## src/rtl/sequencer_engine.sv

```systemverilog
// sequencer_engine
// Multi-track step sequencer core. Holds a NUM_TRACKS x NUM_STEPS pitch grid
// that the front end edits one cell at a time. It runs a play/stop transport
// with a live step period and loop length, and presents the current step's
// pitch and gate for every track.
//
// Ports:
//   i_clk, i_rst          clock, synchronous active-high reset
//   i_edit_valid          write i_edit_pitch into grid[i_edit_track][i_edit_step]
//   i_edit_track/step     target cell (out-of-range values are ignored)
//   i_edit_pitch          pitch code, 0 = rest
//   i_play, i_stop        single-cycle transport requests (stop wins)
//   i_step_period         clock cycles per step (values below 2 act as 2)
//   i_loop_len            active pattern length (0 or > NUM_STEPS = full)
//   o_running             transport is running
//   o_step_idx            current step
//   o_step_pulse          one-cycle strobe when a step begins
//   o_pitch_out           grid[t][step] for track t at [t*PITCH_W +: PITCH_W]
//   o_gate_out            per-track 50% duty note gate
module sequencer_engine #(
  parameter int NUM_STEPS  = 16,
  parameter int NUM_TRACKS = 4,
  parameter int PITCH_W    = 4,
  parameter int PERIOD_W   = 24,
  localparam int STEP_W    = $clog2(NUM_STEPS),
  localparam int TRK_W     = (NUM_TRACKS > 1) ? $clog2(NUM_TRACKS) : 1
) (
  input  logic                          i_clk,
  input  logic                          i_rst,
  input  logic                          i_edit_valid,
  input  logic [TRK_W-1:0]              i_edit_track,
  input  logic [STEP_W-1:0]             i_edit_step,
  input  logic [PITCH_W-1:0]            i_edit_pitch,
  input  logic                          i_play,
  input  logic                          i_stop,
  input  logic [PERIOD_W-1:0]           i_step_period,
  input  logic [STEP_W:0]               i_loop_len,
  output logic                          o_running,
  output logic [STEP_W-1:0]             o_step_idx,
  output logic                          o_step_pulse,
  output logic [NUM_TRACKS*PITCH_W-1:0] o_pitch_out,
  output logic [NUM_TRACKS-1:0]         o_gate_out
);

  typedef enum logic {S_STOP, S_RUN} state_t;

  state_t              r_state, w_state_next;
  logic [STEP_W-1:0]   r_step, w_step_next;
  logic [PERIOD_W-1:0] r_cnt, w_cnt_next;
  logic                r_pulse, w_pulse_next;
  logic [PITCH_W-1:0]  r_grid [NUM_TRACKS][NUM_STEPS];

  logic [PERIOD_W-1:0] w_period;
  logic [STEP_W:0]     w_len;
  logic [STEP_W:0]     w_step_inc;
  logic [STEP_W-1:0]   w_step_adv;
  logic                w_terminal;
  logic                w_edit_ok;

  // Clamp the live controls: a period under 2 would leave no room for the
  // gate-low half, and a zero or oversized length means "use the whole pattern".
  assign w_period = (i_step_period < PERIOD_W'(2)) ? PERIOD_W'(2) : i_step_period;
  assign w_len    = (i_loop_len == '0 || i_loop_len > (STEP_W+1)'(NUM_STEPS))
                    ? (STEP_W+1)'(NUM_STEPS) : i_loop_len;

  // Using >= rather than == makes a shrunken length or period take effect at
  // the very next advance instead of running the counter/step off the end.
  assign w_step_inc = {1'b0, r_step} + (STEP_W+1)'(1);
  assign w_step_adv = (w_step_inc >= w_len) ? '0 : w_step_inc[STEP_W-1:0];
  assign w_terminal = (r_cnt >= (w_period - PERIOD_W'(1)));

  assign w_edit_ok = (32'(i_edit_track) < NUM_TRACKS) && (32'(i_edit_step) < NUM_STEPS);

  // Transport next-state logic. Stop always beats play; a stop while already
  // stopped rewinds to step 0, and play resumes from the held step.
  always_comb begin
    w_state_next = r_state;
    w_step_next  = r_step;
    w_cnt_next   = r_cnt;
    w_pulse_next = 1'b0;
    case (r_state)
      S_STOP: begin
        if (i_stop) begin
          w_step_next = '0;
        end else if (i_play) begin
          w_state_next = S_RUN;
          w_cnt_next   = '0;
          w_pulse_next = 1'b1;
        end
      end
      S_RUN: begin
        if (i_stop) begin
          w_state_next = S_STOP;
        end else if (w_terminal) begin
          w_cnt_next   = '0;
          w_step_next  = w_step_adv;
          w_pulse_next = 1'b1;
        end else begin
          w_cnt_next = r_cnt + PERIOD_W'(1);
        end
      end
      default: w_state_next = S_STOP;
    endcase
  end

  // Transport registers; reset takes priority over every request.
  always_ff @(posedge i_clk) begin
    if (i_rst) begin
      r_state <= S_STOP;
      r_step  <= '0;
      r_cnt   <= '0;
      r_pulse <= 1'b0;
    end else begin
      r_state <= w_state_next;
      r_step  <= w_step_next;
      r_cnt   <= w_cnt_next;
      r_pulse <= w_pulse_next;
    end
  end

  // Pitch grid. Edits land independently of the transport, so an edit and an
  // advance in the same cycle both take effect.
  always_ff @(posedge i_clk) begin
    if (i_rst) begin
      for (int t = 0; t < NUM_TRACKS; t++) begin
        for (int s = 0; s < NUM_STEPS; s++) begin
          r_grid[t][s] <= '0;
        end
      end
    end else if (i_edit_valid && w_edit_ok) begin
      r_grid[i_edit_track][i_edit_step] <= i_edit_pitch;
    end
  end

  // Outputs read the registered grid directly so the front end can preview a
  // step while stopped and see live edits one cycle later.
  always_comb begin
    o_pitch_out = '0;
    o_gate_out  = '0;
    for (int t = 0; t < NUM_TRACKS; t++) begin
      o_pitch_out[t*PITCH_W +: PITCH_W] = r_grid[t][r_step];
      o_gate_out[t] = (r_state == S_RUN) && (r_grid[t][r_step] != '0) &&
                      (r_cnt < (w_period >> 1));
    end
  end

  assign o_running    = (r_state == S_RUN);
  assign o_step_idx   = r_step;
  assign o_step_pulse = r_pulse;

endmodule
```

## config.mk

```make
export PLATFORM = sky130hd
export DESIGN_NAME = sequencer_engine
export DESIGN_NICKNAME = d
export VERILOG_FILES = /design/src/rtl/sequencer_engine.sv
export SDC_FILE = /design/constraint.sdc
export NUM_CORES = 1
export LEC_CHECK = 0
export BUFFER_PORTS_ARGS = -buffer_cell sky130_fd_sc_hd__buf_2
export CAP_MARGIN = 30
export CELL_PAD_IN_SITES_DETAIL_PLACEMENT = 0
export CELL_PAD_IN_SITES_GLOBAL_PLACEMENT = 2
export CORE_ASPECT_RATIO = 1.5
export CORE_MARGIN = 8
export CORE_UTILIZATION = 43
export CTS_CLUSTER_DIAMETER = 50
export CTS_CLUSTER_SIZE = 25
export DETAILED_ROUTE_END_ITERATION = 6
export PLACE_DENSITY = 0.87
export SYNTH_ARGS = -nofsm -noshare
export SYNTH_HDL_FRONTEND = slang
export SYNTH_SLANG_ARGS = --single-unit
```

## constraint.sdc

```tcl
create_clock -name i_clk -period 4.7 [get_ports i_clk]
set_input_delay 0.47 -clock i_clk [delete_from_list [all_inputs] [get_ports i_clk]]
set_output_delay 0.47 -clock i_clk [all_outputs]
set_load 0.01 [all_outputs]
```

==> results.json, run 1 <==
{
  "setup_violations": 0,
  "fill_cells": 3202,
  "placed_cell_area_sq_um": 16200,
  "ys_ff_latch": 286,
  "netlist_top_cells_count": "and2_1, edfxtp_1, nor2_1, mux2i_1, or2_2",
  "die_area_sq_um": 42300,
  "power_frac_comb_pct": 6.2,
  "syn_area_sq_um": 15400,
  "max_stage_delay_ps": 770,
  "synth_top_family_by_area": "simple AND/OR/NAND/NOR gates",
  "ys_types": 59,
  "n_antenna_cell": 0,
  "yosys_warnings": 0,
  "hold_depth": 4,
  "max_freq_mhz": 240,
  "slowest_stage": "and2_1",
  "drt-pass1-iter-count": 5,
  "synth_mux_area_share_pct": 8.89,
  "cts_buffer_depth": 3,
  "via_per_inst": 5.44,
  "syn_inst": 1296,
  "drt_wl_total_microns": 37500,
  "synth_top_area_share_pct": 49.8,
  "status": "finished clean",
  "synth_compound_area_share_pct": 6.34,
  "syn_avg_cell_area_sq_um": 11.9,
  "start_util_pct": 43.3,
  "ir_worst_vdd_mv": 0.231,
  "drt_iter0_markers": 480,
  "crit_arrival_ps": 3700,
  "seqPwrFrac_pct": 55.0,
  "power_frac_clock_pct": 38.8,
  "crit_path_cell_trace": "buf_4 > and2_1 > buf_4 > a221oi_1 > o21ai_0 > nand2_1 > o41a_1 > buf_2",
  "synth_flop_cell": "edfxtp_1",
  "holdWs_ps": 310,
  "cp.required_ps": 4230,
  "rsz0062_at_grt": "false",
  "p_per_area_nw_per_um2": 311,
  "synthSimpleGateAreaFrac_pct": 21.3,
  "grt_pass1_vias": 10500,
  "period_minus_slack_ps": 4170,
  "clock_sinks": 286,
  "use_met3_pct": 1.83,
  "grt_overflow": 0,
  "synth-xor-area-share_pct": 2.33,
  "worstMarginPinSlew_ps": 944,
  "cts_tree": "built",
  "setup_tns_ps": 0,
  "grt_pass1_wl_microns": 57700,
  "crit_type": "register to output port",
  "rows": 85,
  "max_slew_margin_pct": 37.1,
  "period_share_pct": 88.7,
  "die_w_microns": 171,
  "finClkSkew_ps": 29.4,
  "sw_frac_of_total_pct": 24.0,
  "p_sw_uw": 1270,
  "coreArea_sq_um": 35600,
  "hold_class": "input pin to register",
  "holdPathEnd": "r_cnt[1]",
  "use_met1_pct": 18.8,
  "yosysTopAreaCell": "edfxtp_1",
  "grt.busiest_layer": "met2",
  "ctsHoldBuffers": 0,
  "htreeDepth": 1,
  "post-cts-setup-buffer-count": 0,
  "io_pins": 70,
  "synth_edf_count": 256,
  "grt_antenna_before_repair": 0,
  "syn_nets": 1395,
  "total_power_uw": 5300,
  "hold_viol_final": 0,
  "finalNetCount": 1436,
  "drv_slew": 0,
  "crit_path_start_kind": "register",
  "p_int_uw": 4020,
  "maxCapViolCount": 0,
  "r2r-start": "o_step_idx[2]",
  "leakage_uw": 0.00614,
  "drive_above_1_share_pct": 17.8,
  "cts_root_buffer": "clkbuf_16",
  "wire_per_inst_microns": 20.5,
  "critical_path.most_common_cell": "buf_4",
  "cts_made_buffers": 22,
  "path_max_fanout": 22,
  "grt_max_degree": 67,
  "syn_to_final_growth_pct": 10.5,
  "clock_latency_ps": 540,
  "dieHeight_microns": 248,
  "synth-seq-area-share_pct": 53.7,
  "rr_endpoint": "o_step_idx[2]",
  "yosys.area_share.adder_pct": 4.46,
  "async_flop_share_pct": 0,
  "cts.reportedPaths.clkPinSlew_ps": 80,
  "port_buffers": 69,
  "dp_hpwl_microns": 26200,
  "use_met2_pct": 35.2,
  "finalWeightedCongestion": 0.809,
  "drc": 0,
  "cp-end-kind": "output port",
  "post-synth-top-count-cell": "and2_1",
  "fin_area_sq_um": 17000,
  "vias": 9953,
  "r2r.worst_path.cells": 9,
  "track_usage_pct": 18.1,
  "ant_nets": 0,
  "min_from": "i_stop",
  "ctsResizeCount": 0,
  "synth_area_leaders": "edfxtp_1, and2_1, mux4_2",
  "timing.reg2reg.setup_slack_ps": 1460
}
[stage by stage]
stage	setup WS (ps)	std cells	util (%)
floorplan	843	1296	-
global placement	207	1791	45.6
detailed placement	210	1791	45.6
CTS	484	1831	47.8
global route	331	1831	47.8
finish	530	1831	47.8
[critical path: cells and delay by family, from the launching register on]
family / cells / cell delay [ps]
compound gates: 3 / 800
flops: 1 / 670
buf+inv: 3 / 800
simple gates: 2 / 880
[routing by layer]
layer	share of wire, %	routed length, microns	vias to the layer above
li1	-	-	4779
met1	36	13700	4848
met2	55	20600	252
met3	4.1	1530	74
met4	4.5	1680	0
met5	0	0	-
[flip-flops by register name (all words and copies together) (netlist names)]
register / flops
o_step_idx: 4
o_step_pulse: 1
r_grid: 256
r_cnt: 24
o_running: 1
[cell families (layout without fill, tap and decap cells)]
group	count (synthesis)	count (layout)
compound gates	132	132
xor+xnor	41	41
fa+ha+maj	55	55
buf+inv	105	162
flops	286	286
mux	97	97
simple gates	580	580
[layout make-up]
class | count | area [sq um] | share of cell area [%]
flip-flops and latches | 286 | 8290 | 48.6
well taps | 478 | 598 | 3.51
clock buffers | 24 | 579 | 3.40
clock inverters | 16 | 230 | 1.35
multi-input cells | 905 | 6690 | 39.2
repair buffers | 93 | 551 | 3.23
inverters | 29 | 109 | 0.639
[power by group through the flow]
stage / logic [uW] / clock network, uW / registers (uW)
after floorplan: 209 / 0 / 2950
final: 329 / 2050 / 2910
after detailed placement: 333 / 0 / 2980
after global placement: 327 / 0 / 2970
after CTS: 334 / 2090 / 2920
after global routing: 362 / 2170 / 2930
[placed cells by master (no fill, tap or decap), types with 23 or more instances in the layout]
master / n
and2_1: 259
a221oi_1: 32
edfxtp_1: 256
nand2_1: 52
clkbuf_16: 23
dfxtp_1: 28
xnor2_1: 25
mux4_2: 32
nor2_1: 90
ha_1: 55
or2_2: 65
nand3_1: 24
nor3_1: 28
mux2i_1: 65
buf_2: 69
inv_1: 29
[worst max path at each step]
stage                    endpoint  slack, ps         startpoint  cells past startpoint
floorplan               r_cnt[10]        840   i_step_period[8]                     15
finish              o_gate_out[1]        530      o_step_idx[2]                      8
detailed placement  o_step_idx[3]        210  i_step_period[20]                     15
global route        o_gate_out[1]        330      o_step_idx[2]                      8
CTS                 o_gate_out[1]        480      o_step_idx[2]                      8
global placement    o_step_idx[1]        210  i_step_period[20]                     15
Note: power is estimated with default switching activity, not from simulation.
==> run 2: changes to the inputs <==
Clock period 4.7 ns to 4.2 ns, I/O delays scaled along.
==> run 2 against run 1 <==
Sequential power rose by 12%. Total power increased by 8.4%. Critical path type unchanged. Global-route usage down 0.17 points. Register-to-register slack lost 50 ps. Hold slack lost 44 ps. Setup slack lost 52 ps. Count of clock-buffer cells in the layout decreased by 1. Via count shrank 0.67%. Sequential share of layout area increased by 0.068 points. First-iteration DRC count grew 13%.
==> results.json, run 2 (synthesized netlist as in run 1, its figures left out) <==
{
  "p_int_uw": 4420,
  "dp_hpwl_microns": 26500,
  "total_power_uw": 5740,
  "mostFrequentLayoutCell": "and2_1",
  "finClkSkew_ps": 26.9,
  "ctsResizeCount": 0,
  "power_frac_clock_pct": 36.8,
  "crit_path_start_kind": "register",
  "clock_latency_ps": 530,
  "max_freq_mhz": 269,
  "cts_buffer_depth": 3,
  "port_buffers": 69,
  "finalWeightedCongestion": 0.844,
  "cts_root_buffer": "clkbuf_16",
  "final_util_pct": 47.8,
  "rsz0062_at_grt": "false",
  "status": "finished clean",
  "n_antenna_cell": 0,
  "crit_type": "register to output port",
  "instances_no_fill": 1834,
  "clock_sinks": 286,
  "maxCapViolCount": 0,
  "p_per_area_nw_per_um2": 337,
  "drc": 0,
  "drv_slew": 0,
  "cp.required_ps": 3780,
  "ctsHoldBuffers": 0,
  "power_frac_comb_pct": 6.4,
  "holdWs_ps": 266,
  "worstMarginPinSlew_ps": 1030,
  "max_slew_margin_pct": 31.3,
  "cts.reportedPaths.clkPinSlew_ps": 90,
  "largest-register": "r_grid",
  "drt_wl_total_microns": 37600,
  "grt_pass1_vias": 10300,
  "ant_nets": 0,
  "die_w_microns": 171,
  "highest-signal-layer": "met4",
  "rows": 85,
  "period_share_pct": 88.6,
  "sw_frac_of_total_pct": 23.1,
  "wl_met3_microns": 1390,
  "regArea_sq_um": 8290,
  "post-cts-setup-buffer-count": 0,
  "grt_antenna_before_repair": 0,
  "leakage_uw": 0.00614,
  "finalNetCount": 1441,
  "ir_worst_vdd_mv": 0.295,
  "grt_pass1_wl_microns": 57600,
  "htreeDepth": 1,
  "vias": 9886,
  "wire_per_inst_microns": 20.5,
  "crit_arrival_ps": 3300,
  "hold_class": "input pin to register",
  "setup_tns_ps": 0,
  "dp.cells": 1798,
  "seqPwrFrac_pct": 56.8,
  "largest_reg_flops": 256,
  "fill_cells": 3208,
  "grt_overflow": 0,
  "cts_tree": "built",
  "wirelength_met1_microns": 13900,
  "drt_iter0_markers": 544,
  "p_sw_uw": 1330,
  "drive_above_1_share_pct": 18.0,
  "final_cell_mix": "and2_1, edfxtp_1, nor2_1",
  "io_pins": 70,
  "multi_input_area_sq_um": 6690,
  "cp-end-kind": "output port",
  "die_area_sq_um": 42300,
  "start_util_pct": 43.3,
  "cts_made_buffers": 20,
  "period_minus_slack_ps": 3720,
  "dr_wl_met2_microns": 21100,
  "path_max_fanout": 22,
  "drt-pass1-iter-count": 5,
  "dieHeight_microns": 248,
  "syn_to_final_growth_pct": 10.4,
  "coreArea_sq_um": 35600,
  "grt_max_degree": 71,
  "via_per_inst": 5.39,
  "hold_viol_final": 0,
  "track_usage_pct": 17.9,
  "setup_violations": 0
}
run 2: worst paths after layout:
check,end,from,cells after the start,slack [ps]
worst max register to register,o_step_idx[2],o_step_idx[1],8,1410
worst max-delay path,o_gate_out[2],o_step_idx[1],7,480
worst min register to register,r_cnt[0],r_cnt[0],2,500
worst min-delay path,r_cnt[0],i_stop,4,270
run 2: power by group through the flow:
stage	clock network (uW)	logic, uW	registers, uW
floorplan	0	234	3300
global placement	0	370	3330
detailed placement	0	375	3330
CTS	2140	376	3260
global route	2220	408	3270
finish	2110	370	3260
run 2: layer usage:
metal  global-route usage, %  up-vias
met5                       0        -
met2                    35.4      199
met3                    1.99       64
met4                    7.09        0
met1                    18.8     4840
li1                        -     4783
run 2: final cells by class:
class / count / area share, %
Clock buffer: 23 / 3.25
Clock inverter: 13 / 0.911
Inverter: 29 / 0.639
Multi-Input combinational cell: 905 / 39.3
Sequential cell: 286 / 48.7
Tap cell: 478 / 3.51
Timing Repair Buffer: 100 / 3.69
run 2: through the flow:
step	setup WS, ps	cell area, sq um
2_1_floorplan	393	15400
3_3_place_gp	54.2	16300
3_5_place_dp	4.13	16300
4_1_cts	420	17000
5_1_grt	129	17000
6_report	478	17000
run 2: critical path, cell delays in order (launching register included):
cell and delay [ps]:
dfxtp_2 510, nor2b_2 870, buf_4 330, a221oi_1 130, a22oi_1 220, nand2_1 130, o41a_1 430, buf_2 140
